`src/rtl/kgp_prefix_adder_pipe.sv`:
```
// kgp_prefix_adder_pipe
//   Pipelined Kogge-Stone prefix adder/subtractor with a valid/ready stream
//   interface and a single global stall.
//
//   Stage 0 registers the per-bit generate/propagate (KGP) vectors.
//   Next come log2(WIDTH) prefix levels, which are either combinational or
//   each registered (PIPE_PREFIX). The last stage registers sum/cout/ovf/zero.
//
// Ports
//   clk, rst_n          clock, asynchronous active-low reset
//   in_valid / in_ready operand beat handshake; in_ready = ~out_valid | out_ready
//   a, b, cin, sub      operands; sub=1 computes a-b and ignores cin
//   out_valid/out_ready result beat handshake
//   sum, cout, ovf, zero result modulo 2^WIDTH, carry out (no-borrow on sub),
//                       signed overflow, sum==0

module kgp_prefix_adder_pipe #(
    parameter int WIDTH       = 32,
    parameter int PIPE_PREFIX = 0
) (
    input  logic             clk,
    input  logic             rst_n,
    input  logic             in_valid,
    output logic             in_ready,
    input  logic [WIDTH-1:0] a,
    input  logic [WIDTH-1:0] b,
    input  logic             cin,
    input  logic             sub,
    output logic             out_valid,
    input  logic             out_ready,
    output logic [WIDTH-1:0] sum,
    output logic             cout,
    output logic             ovf,
    output logic             zero
);

    localparam int L = $clog2(WIDTH);   // prefix levels
    localparam int N = WIDTH + 1;       // positions: 0 = carry-in, i+1 = bit i

    // One stall signal for the whole pipe. in_ready follows out_ready
    // combinationally; there is no skid buffer.
    logic en;
    assign en       = ~out_valid | out_ready;
    assign in_ready = en;

    // ------------------------------------------------------------------
    // Stage 0: KGP generation
    // ------------------------------------------------------------------
    logic [WIDTH-1:0] b_eff;
    logic             c0;
    logic [N-1:0]     g0_d, p0_d;

    always_comb begin
        b_eff = sub ? ~b : b;
        c0    = sub | cin;              // subtract forces carry-in of 1
        g0_d  = {a & b_eff, c0};
        p0_d  = {a ^ b_eff, 1'b0};
    end

    logic [N-1:0] g0_q, p0_q;
    logic         v0_q;

    always_ff @(posedge clk or negedge rst_n) begin
        if (!rst_n)  v0_q <= 1'b0;
        else if (en) v0_q <= in_valid;
    end

    // Data registers need no reset: contents of an invalid stage are don't-care.
    always_ff @(posedge clk) begin
        if (en && in_valid) begin
            g0_q <= g0_d;
            p0_q <= p0_d;
        end
    end

    // ------------------------------------------------------------------
    // Prefix levels. h carries the original half-sum bits p[WIDTH:1]
    // alongside the tree so the final XOR has them at the right stage.
    // ------------------------------------------------------------------
    for (genvar k = 0; k < L; k++) begin : g_lvl
        logic [N-1:0]     g_in, p_in, g_nx, p_nx, g_out, p_out;
        logic [WIDTH-1:0] h_in, h_out;
        logic             v_in, v_out;

        if (k == 0) begin : g_src
            assign g_in = g0_q;
            assign p_in = p0_q;
            assign h_in = p0_q[N-1:1];
            assign v_in = v0_q;
        end else begin : g_src
            assign g_in = g_lvl[k-1].g_out;
            assign p_in = g_lvl[k-1].p_out;
            assign h_in = g_lvl[k-1].h_out;
            assign v_in = g_lvl[k-1].v_out;
        end

        for (genvar i = 0; i < N; i++) begin : g_bit
            if (i >= (1 << k)) begin : g_op
                assign g_nx[i] = g_in[i] | (p_in[i] & g_in[i-(1<<k)]);
                assign p_nx[i] = p_in[i] & p_in[i-(1<<k)];
            end else begin : g_pass
                assign g_nx[i] = g_in[i];
                assign p_nx[i] = p_in[i];
            end
        end

        if (PIPE_PREFIX != 0) begin : g_reg
            logic [N-1:0]     g_q, p_q;
            logic [WIDTH-1:0] h_q;
            logic             v_q;

            always_ff @(posedge clk or negedge rst_n) begin
                if (!rst_n)  v_q <= 1'b0;
                else if (en) v_q <= v_in;
            end

            always_ff @(posedge clk) begin
                if (en && v_in) begin
                    g_q <= g_nx;
                    p_q <= p_nx;
                    h_q <= h_in;
                end
            end

            assign g_out = g_q;
            assign p_out = p_q;
            assign h_out = h_q;
            assign v_out = v_q;
        end else begin : g_comb
            assign g_out = g_nx;
            assign p_out = p_nx;
            assign h_out = h_in;
            assign v_out = v_in;
        end
    end

    // ------------------------------------------------------------------
    // Final stage
    // ------------------------------------------------------------------
    logic [N-1:0]     gf, pf;
    logic [WIDTH-1:0] hf;
    logic             vf;

    assign gf = g_lvl[L-1].g_out;
    assign pf = g_lvl[L-1].p_out;
    assign hf = g_lvl[L-1].h_out;
    assign vf = g_lvl[L-1].v_out;

    // Only the top group-propagate feeds the carry-out fix-up below.
    logic unused_pf;
    assign unused_pf = ^pf[WIDTH-1:0];

    logic [WIDTH-1:0] sum_d;
    logic             cout_d, ovf_d, zero_d;

    // log2(WIDTH) levels span exactly WIDTH positions, so gf[i] is the full
    // carry for i < WIDTH. The top position (WIDTH+1 positions in total)
    // still lacks position 0. One more operator step folds the carry-in in.
    always_comb begin
        sum_d  = hf ^ gf[WIDTH-1:0];
        cout_d = gf[WIDTH] | (pf[WIDTH] & gf[0]);
        ovf_d  = cout_d ^ gf[WIDTH-1];
        zero_d = ~|sum_d;
    end

    logic [WIDTH-1:0] sum_q;
    logic             out_valid_q, cout_q, ovf_q, zero_q;

    always_ff @(posedge clk or negedge rst_n) begin
        if (!rst_n) begin
            out_valid_q <= 1'b0;
            sum_q       <= '0;
            cout_q      <= 1'b0;
            ovf_q       <= 1'b0;
            zero_q      <= 1'b0;
        end else if (en) begin
            out_valid_q <= vf;
            if (vf) begin
                sum_q  <= sum_d;
                cout_q <= cout_d;
                ovf_q  <= ovf_d;
                zero_q <= zero_d;
            end
        end
    end

    assign out_valid = out_valid_q;
    assign sum       = sum_q;
    assign cout      = cout_q;
    assign ovf       = ovf_q;
    assign zero      = zero_q;

endmodule

```
`config.mk`:
```
export PLATFORM = sky130hd
export DESIGN_NAME = kgp_prefix_adder_pipe
export DESIGN_NICKNAME = d
export VERILOG_FILES = /design/src/rtl/kgp_prefix_adder_pipe.sv
export SDC_FILE = /design/constraint.sdc
export NUM_CORES = 1
export LEC_CHECK = 0
export ABC_AREA = 1
export CAP_MARGIN = 20
export CORE_ASPECT_RATIO = 1.25
export CORE_MARGIN = 10
export CORE_UTILIZATION = 32
export DETAILED_ROUTE_END_ITERATION = 6
export HOLD_SLACK_MARGIN = 0.1
export RECOVER_POWER = 50
export SETUP_SLACK_MARGIN = 0.2
export SLEW_MARGIN = 20
export SYNTH_ARGS = -nofsm -noshare
export SYNTH_HDL_FRONTEND = slang
export SYNTH_SLANG_ARGS = --single-unit
```
`constraint.sdc`:
```
create_clock -name clk -period 2.19 [get_ports clk]
set_input_delay 0.5475 -clock clk [delete_from_list [all_inputs] [get_ports clk]]
set_output_delay 0.5475 -clock clk [all_outputs]
set_load 0.005 [all_outputs]
```
After elaboration in Yosys (flattened, before gate mapping)
Index checks and enable logic that the tools add are counted.
- register bits: 102
- latch bits: 0
- bits in writable memories: 0
- memory bits (read-only): 0
- input port bits: 70
- output and inout port bits: 37
- logic and storage cells: 394
- memories kept: 0
- $add $sub $neg: 0
- multiply operators: 0
- div/mod/pow operators: 0
- order comparisons: 0
- eq/ne operators: 0
- shift operators: 0
- mux-type cells: 1
- bitwise logic cells: 381
- reductions and logical operators: 4
- operators with widths (cell ; number):
    AND 1 bit ; 238
    OR 1 bit ; 137
    XOR 32 bit ; 2
    AND 32 bit ; 1
    2-to-1 mux 32 bit ; 1
    inverter 32 bit ; 1
    OR reduction 32 bit ; 1
    AND reduction 2 bit ; 1
    logical AND 1 bit ; 1
    logical NOT 1 bit ; 1
    inverter 1 bit ; 1
    XOR 1 bit ; 1

Logic depth before layout (Yosys ltp)
Gate-level depths: netlist of the first run.
- depth after elaboration: 13
- mapped depth: 17
- gate-level depth less buffers: 17

Worst setup path after synthesis of the first run
No wires, ideal clock.
- kind: input-to-reg
- start point: in out_ready
- end point: reg g0_q[0] (enable)
- library setup time: 0.419 ns
- arrival time: 2.023 ns
- path slack: -0.252 ns
- cell stages on the path: 4
- path buffers: 0
- path through: nor2_1 inv_1 nand2_1 inv_1
- longest elaborated chain between the ends: 2
- ends and longest elaborated chain (element ; line ; RTL):
    start, declared ; 30 ; input logic out_ready,
    OR 1 bit ; 43 ; assign en = ~out_valid | out_ready;
    named net in_ready ; 24 ; output logic in_ready,
    logical AND 1 bit ; 70 ; if (en && in_valid) begin
    end signal, assigned ; 71 ; g0_q <= g0_d;
    end, declared ; 60 ; logic [N-1:0] g0_q, p0_q;
The timed path passes the listed nets, and every way through them passes these cells.
A chain may end at the register's enable or synchronous reset.

Worst setup path after layout of the first run
- start point: reg p0_q[4] (netlist: g_lvl[0].p_in[4])
- end point: reg zero_q (netlist: zero)
- longest elaborated chain between the ends: 12
- ends and longest elaborated chain (element ; line ; RTL):
    start, declared ; 60 ;
    start signal, assigned ; 72 ; p0_q <= p0_d;
    AND 1 bit ; 99 ; assign g_nx[i] = g_in[i] | (p_in[i] & g_in[i-(1<<k)]);
    OR 1 bit ; 99 ;
    AND 1 bit ; 99 ;
    OR 1 bit ; 99 ;
    AND 1 bit / OR 1 bit (equally long branches) ; 99 ;
    OR 1 bit / AND 1 bit (equally long branches) ; 99 ;
    AND 1 bit / OR 1 bit (equally long branches) ; 99 ;
    OR 1 bit / AND 1 bit (equally long branches) ; 99 ;
    OR 1 bit ; 99 ;
    XOR 32 bit (*) ; 160 ; sum_d = hf ^ gf[WIDTH-1:0];
    OR reduction 32 bit (*) ; 163 ; zero_d = ~|sum_d;
    logical NOT 1 bit (*) ; 163 ;
    end signal, assigned ; 182 ; zero_q <= zero_d;
    end, declared ; 167 ; logic out_valid_q, cout_q, ovf_q, zero_q;
Mark *: on every way between the ends. The rest lies on a longest branch, timed or not.

==> results of run 1 <==
[worst max-delay path, delay by kind of cell, from the launching register on]
| kind | cells | cell delay [ns] |
|---|---|---|
| AOI/OAI and AO/OA | 1 | 0.15 |
| DFF | 1 | 0.44 |
| buffers and inverters | 3 | 0.28 |
| and+or+nand+nor | 8 | 0.68 |
| xor gates and xnor gates | 1 | 0.27 |
[stage by stage]
stage | TNS, ns | total power (uW) | hold slack (ns)
after floorplan | 0 | 3520 | 0.252
after global placement | -0.0239 | 4470 | 0.457
after detailed placement | -0.0405 | 4500 | 0.455
after CTS | 0 | 5970 | 0.144
after global routing | 0 | 6480 | 0.515
final | 0 | 6070 | 0.471
[repair_timing]
| item | CTS | global route |
|---|---|---|
| resized for setup | 18 | 114 |
| endpoints found under the setup margin | 2 | 5 |
| pin swaps | 2 | 50 |
| buffers inserted | 7 | 29 |
[logic make-up after synthesis]
kind of cell,after synthesis
compound gates,61
xor+xnor,39
fa+ha+maj,33
buf+inv,151
flops,102
simple gates,431
[power by group through the flow]
| stage | logic (uW) | clock network, uW | registers [uW] |
|---|---|---|---|
| after CTS | 1840 | 1480 | 2650 |
| after floorplan | 855 | 0 | 2660 |
| after global routing | 2230 | 1550 | 2700 |
| final | 1980 | 1440 | 2650 |
| after global placement | 1780 | 0 | 2690 |
| after detailed placement | 1800 | 0 | 2700 |
[flip-flops by register name (all words and copies together), names as in the netlist]
name	count
g0_q	33
g_lvl.p_in	32
sum	32
cout	1
g_lvl.v_in	1
out_valid	1
ovf	1
zero	1
[metal layers]
| metal | global-route usage, % | up-vias | routed length (um) | share of wire (%) |
|---|---|---|---|---|
| met2 | 20.8 | 79 | 7950 | 49 |
| met1 | 15.1 | 2412 | 7440 | 46 |
| met5 | 0 | - | 0 | 0 |
| met3 | 3.26 | 13 | 602 | 3.7 |
| li1 | - | 2886 | - | - |
| met4 | 4.43 | 0 | 250 | 1.5 |
[synthesized netlist by cell type (all sizes together) (2+ instances only)]
library cell	n	share of area, %
nand2	299	18
inv	140	8.3
nor2	73	4.6
edfxtp	65	31
dfrtp	37	15
nand3	36	3.1
xor2	36	5.0
ha	33	6.5
a21oi	21	1.7
o21ai	18	1.4
a31oi	16	1.6
buf	6	0.39
nand3b	6	0.71
nand4	6	0.59
nor3	6	0.91
clkbuf	5	0.30
o21bai	5	0.59
xnor2	3	0.41
and2	2	0.20
or2	2	0.20
[area by class of cell]
cell class,instances,area (sq um),area share (%)
Timing Repair Buffer,160,1500,17.0
Multi-Input combinational cell,564,3300,37.5
Sequential cell,102,2880,32.7
Clock inverter,5,26.3,0.299
Clock buffer,11,233,2.65
Inverter,140,527,5.99
Tap cell,265,332,3.77
[worst max-delay path by stage]
stage,start,cells after the start,slack [ns],endpoint
5_1_grt,g_lvl[0].p_in[4]$_DFFE_PP_,16,0.08,zero$_DFFE_PN0P_
3_5_place_dp,out_ready,13,-0.04,zero$_DFFE_PN0P_
3_3_place_gp,out_ready,13,-0.02,zero$_DFFE_PN0P_
4_1_cts,g_lvl[0].p_in[13]$_DFFE_PP_,13,0.20,zero$_DFFE_PN0P_
2_1_floorplan,out_ready,4,0.11,g0_q[0]$_DFFE_PP_
6_report,g_lvl[0].p_in[4]$_DFFE_PP_,13,0.26,zero$_DFFE_PN0P_
==> impl_metrics.ini, run 1 <==
[finish]
final_cell_mix = nand2_1 (228), inv_1 (127), clkdlybuf4s50_1 (93)
fillers = 1929
fin_nets = 1080
syn2layout_area_growth_pct = 38.5
diodes = 0
drive_gt1_share_pct = 19.9
stdcell_area_sq_um = 8800
fin_cells = 1247
utilization_pct = 45.2
final_common_cell = nand2_1

[timing]
clock.fmax_mhz = 518
setup_viol = 0
finalHoldViolations = 0
max_slew_margin_pct = -5.46
clock_skew_ns = 0.00517
rsz0062_at_grt = yes
finalCritPeriodShare_pct = 88.2
maxSlewViolCount = 38
fin_crit_ns = 1.93
fin_ws_ns = 0.259
worst_slew_pin_slew_ns = 1.58

[cts]
cts_root_buffer = clkbuf_16
cts_made_buffers = 9
cts.sinks = 102
clock_path_buffers = 2
insertion_delay_ns = 0.36
htree_num_levels = 3
postCtsHoldBufs = 0
cts_tree = done
path_clk_slew_ns = 0.06

[grt]
grtUsageTotal_pct = 12.4
grt_pass1_vias = 5230
grt-ovfl-total = 0
grt_max_degree = 47
grt_pass1_wl_um = 25600
antenna_found_initial = 0

[routing]
wl_per_cell_um = 13.0
vias = 5390
routed_wl_um = 16200
ant_nets = 0
drc = 0
dr.first_iter.drc_count = 182
via_per_inst = 4.32
dr.pass1.iters = 4

[power]
p_leak_uw = 0.00422
combPwrFrac_pct = 32.7
netSwitchingPower_uw = 1890
switching_share_pct = 31.2
internal_power_uw = 4180
power_frac_seq_pct = 43.6
powerDensity_nw_per_um2 = 690
pwr-share-clk_pct = 23.7
ir_worst_vdd_mv = 0.425

[setup_path]
critPathKind = register to register
crit_path_max_fanout = 4
cp-end-kind = register
slowest_stage = edfxtp_1
slowest_delay_ns = 0.44
rrSetupSlack_ns = 0.26
r2r_start = g_lvl[0].p_in[4]$_DFFE_PP_
cp.required_ns = 2.45
worstRegToRegCells = 13
crit_chain = buf_6, nand2_1, inv_1, nand3_2, nand3_4, nand2_1, nand2_2, inv_2, o21bai_1, xor2_1, nor2_1, nand3_1, nand2_1
start_kind = register
worstReg2RegEnd = zero$_DFFE_PN0P_
cpMostUsedCell = nand2_1
crit_arrival_ns = 2.19

[job]
maxCapViolCount = 1

[synth]
synth.area.mux_share_pct = 0
synthXorXnorAreaFrac_pct = 5.38
synth_top_family_by_area = simple AND/OR/NAND/NOR gates
ys_async_sr_fraction_pct = 36.3
syn_inst = 817
yosysSeqAreaShare_pct = 45.3
ys.flop_type = edfxtp_1
post_synth_fa_ha_maj_area_fraction_pct = 6.50
synth_seq_cells = 102
syn-cell-area_sq_um = 6350
synth_compound_area_share_pct = 5.42
synthSimpleGateAreaFrac_pct = 28.4
avgSynthCellArea_sq_um = 7.77
synth_warnings = 0
ys_types = 31
syn_nets = 920
synth_edf_count = 65

[min_path]
hold_depth = 2
min_to = out_valid$_DFFE_PN0N_
hold_class = register to register
min_from = g_lvl[0].v_in$_DFFE_PN0N_

[floorplan]
fp.dieW_um = 146
start_util_pct = 32.6
die_h_um = 178
io_pins = 107
dieArea_sq_um = 25900
core-area_sq_um = 19500
rows = 57

[placement]
gp_congestion = 0.862
place_ws_ns = -0.0405
placed_area_sq_um = 7890
dp.cells = 1195
portBuffers = 106
dpl.hpwl_um = 13500

[status]
violations = max-capacitance violations, max-slew violations
outcome = finished, violations left
(Power assumes the default switching activity.)
==> inputs of run 2 (changes only) <==
--- a/config.mk
+++ b/config.mk
@@ -7,7 +7,7 @@
 export LEC_CHECK = 0
 export ABC_AREA = 1
 export CAP_MARGIN = 20
-export CORE_ASPECT_RATIO = 1.25
+export CORE_ASPECT_RATIO = 2
 export CORE_MARGIN = 10
 export CORE_UTILIZATION = 32
 export DETAILED_ROUTE_END_ITERATION = 6
==> run 2 against run 1 <==
  * The flow now finishes without violations
  * Register-to-register slack got worse by 0.02 ns
  * Sequential cell count did not move
  * Total power up 3.6%
  * Via count grew 0.33%
  * Critical path type unchanged
  * Critical endpoint is now ovf$_DFFE_PN0P_
  * Highest routed layer unchanged
==> impl_metrics.ini, run 2 (synthesis gave the netlist of run 1 again) <==
[finish]
largest_reg_flops = 33
top_register = g0_q
drive_gt1_share_pct = 10.8
stdcell_area_sq_um = 8440
diodes = 0
final_cell_mix = nand2_1 (273), inv_1 (138), clkdlybuf4s50_1 (69)
fillers = 2082
final_common_cell = nand2_1
syn2layout_area_growth_pct = 32.9
fin_nets = 1067

[grt]
antenna_found_initial = 0
grt-ovfl-total = 0
grt_pass1_wl_um = 27200
grt_pass1_vias = 5508
grtUsageTotal_pct = 13.1
grt_max_degree = 57

[power]
ir_worst_vdd_mv = 0.348
powerDensity_nw_per_um2 = 745
p_leak_uw = 0.00414
totalPowerFinal_uw = 6290

[routing]
ant_nets = 0
dr.pass1.iters = 4
via_per_inst = 4.40
drc = 0
vias = 5408
routed_wl_um = 16900
wl_per_cell_um = 13.8
dr.first_iter.drc_count = 223

[floorplan]
rows = 72
start_util_pct = 32.6
io_pins = 107
dieArea_sq_um = 26200
die_h_um = 219
core-area_sq_um = 19500
fp.dieW_um = 120

[cts]
clock_path_buffers = 2
path_clk_slew_ns = 0.07
htree_num_levels = 3
postCtsHoldBufs = 0
cts.sinks = 102
cts_tree = done
insertion_delay_ns = 0.35
cts_made_buffers = 9
cts_root_buffer = clkbuf_16

[setup_path]
worstRegToRegCells = 10
cp_num_buf_inv = 0
crit_arrival_ns = 2.18
path_delay_family = simple AND/OR/NAND/NOR gates
cp-end-kind = register
rrSetupSlack_ns = 0.24
critPathKind = register to register
start_kind = register
r2r_start = g_lvl[0].p_in[24]$_DFFE_PP_
cp.required_ns = 2.42
crit_path_max_fanout = 5
worstReg2RegEnd = ovf$_DFFE_PN0P_
cpMostUsedCell = nand2_1
slowest_delay_ns = 0.48
crit_start = g_lvl[0].p_in[24]$_DFFE_PP_
crit_chain = nand2_1, nor2_1, nand2_1, nor2_1, nand2_2, nand3_1, nand3_1, nand2_1, xnor2_1, o21ai_0
slowest_stage = edfxtp_1

[placement]
gp_congestion = 0.898
dpl.hpwl_um = 14400
placed_area_sq_um = 7910
portBuffers = 106

[timing]
fin_crit_ns = 1.95
setup_viol = 0
worst_slew_pin_slew_ns = 0.889
maxSlewViolCount = 0
max_slew_margin_pct = 40.7
finalHoldViolations = 0
rsz0062_at_grt = yes
clock.fmax_mhz = 512
finalCritPeriodShare_pct = 89.2
hold_ws_ns = 0.301
clock_skew_ns = 0.00405

[status]
outcome = finished, final reports clean

[min_path]
hold_class = primary input to asynchronous set/reset pin

[job]
maxCapViolCount = 0
[run 2: worst max path at each step]
stage / slack [ns] / cells past startpoint / endpoint
floorplan: 0.11 / 4 / g0_q[0]$_DFFE_PP_
global placement: -0.12 / 13 / zero$_DFFE_PN0P_
detailed placement: -0.12 / 7 / ovf$_DFFE_PN0P_
CTS: 0.20 / 17 / zero$_DFFE_PN0P_
global route: 0.02 / 15 / zero$_DFFE_PN0P_
finish: 0.24 / 10 / ovf$_DFFE_PN0P_
[run 2: layout make-up]
type,count,area [sq um],area share (%)
timing repair buffer,147,1380,16.3
clock inverter,6,110,1.30
multi-input combinational,564,2990,35.5
tap,259,324,3.84
inverter,140,527,6.24
sequential,102,2880,34.1
clock buffer,10,229,2.71
[run 2: layer usage]
layer | up-vias | wire length, um | GRT usage, % | share of wire (%)
met5 | - | 0 | 0 | 0
met4 | 0 | 475 | 5.98 | 2.8
met3 | 25 | 538 | 2.31 | 3.2
met2 | 95 | 9480 | 25.6 | 56
met1 | 2442 | 6400 | 12.9 | 38
li1 | 2846 | - | - | -
[run 2: metrics by stage]
| step | cells | worst slack (ns) | setup TNS (ns) | utilization [%] |
|---|---|---|---|---|
| floorplan | 817 | 0.106 | 0 | - |
| global placement | 1194 | -0.120 | -1.65 | 40.6 |
| detailed placement | 1194 | -0.123 | -1.83 | 40.6 |
| CTS | 1215 | 0.203 | 0 | 42.8 |
| global route | 1228 | 0.0221 | 0 | 43.4 |
| finish | 1228 | 0.236 | 0 | 43.4 |
[run 2: power by group]
part	total, uW	switching [uW]	internal [uW]
clock	1800	683	1110
combinational	1830	922	910
sequential	2660	233	2430
[run 2: repair_timing]
action	4_1_cts	5_1_grt
resized for setup	13	15
buffers inserted	5	13
hold endpoints to repair	0	0
setup endpoints to repair	3	9
pin swaps	3	9
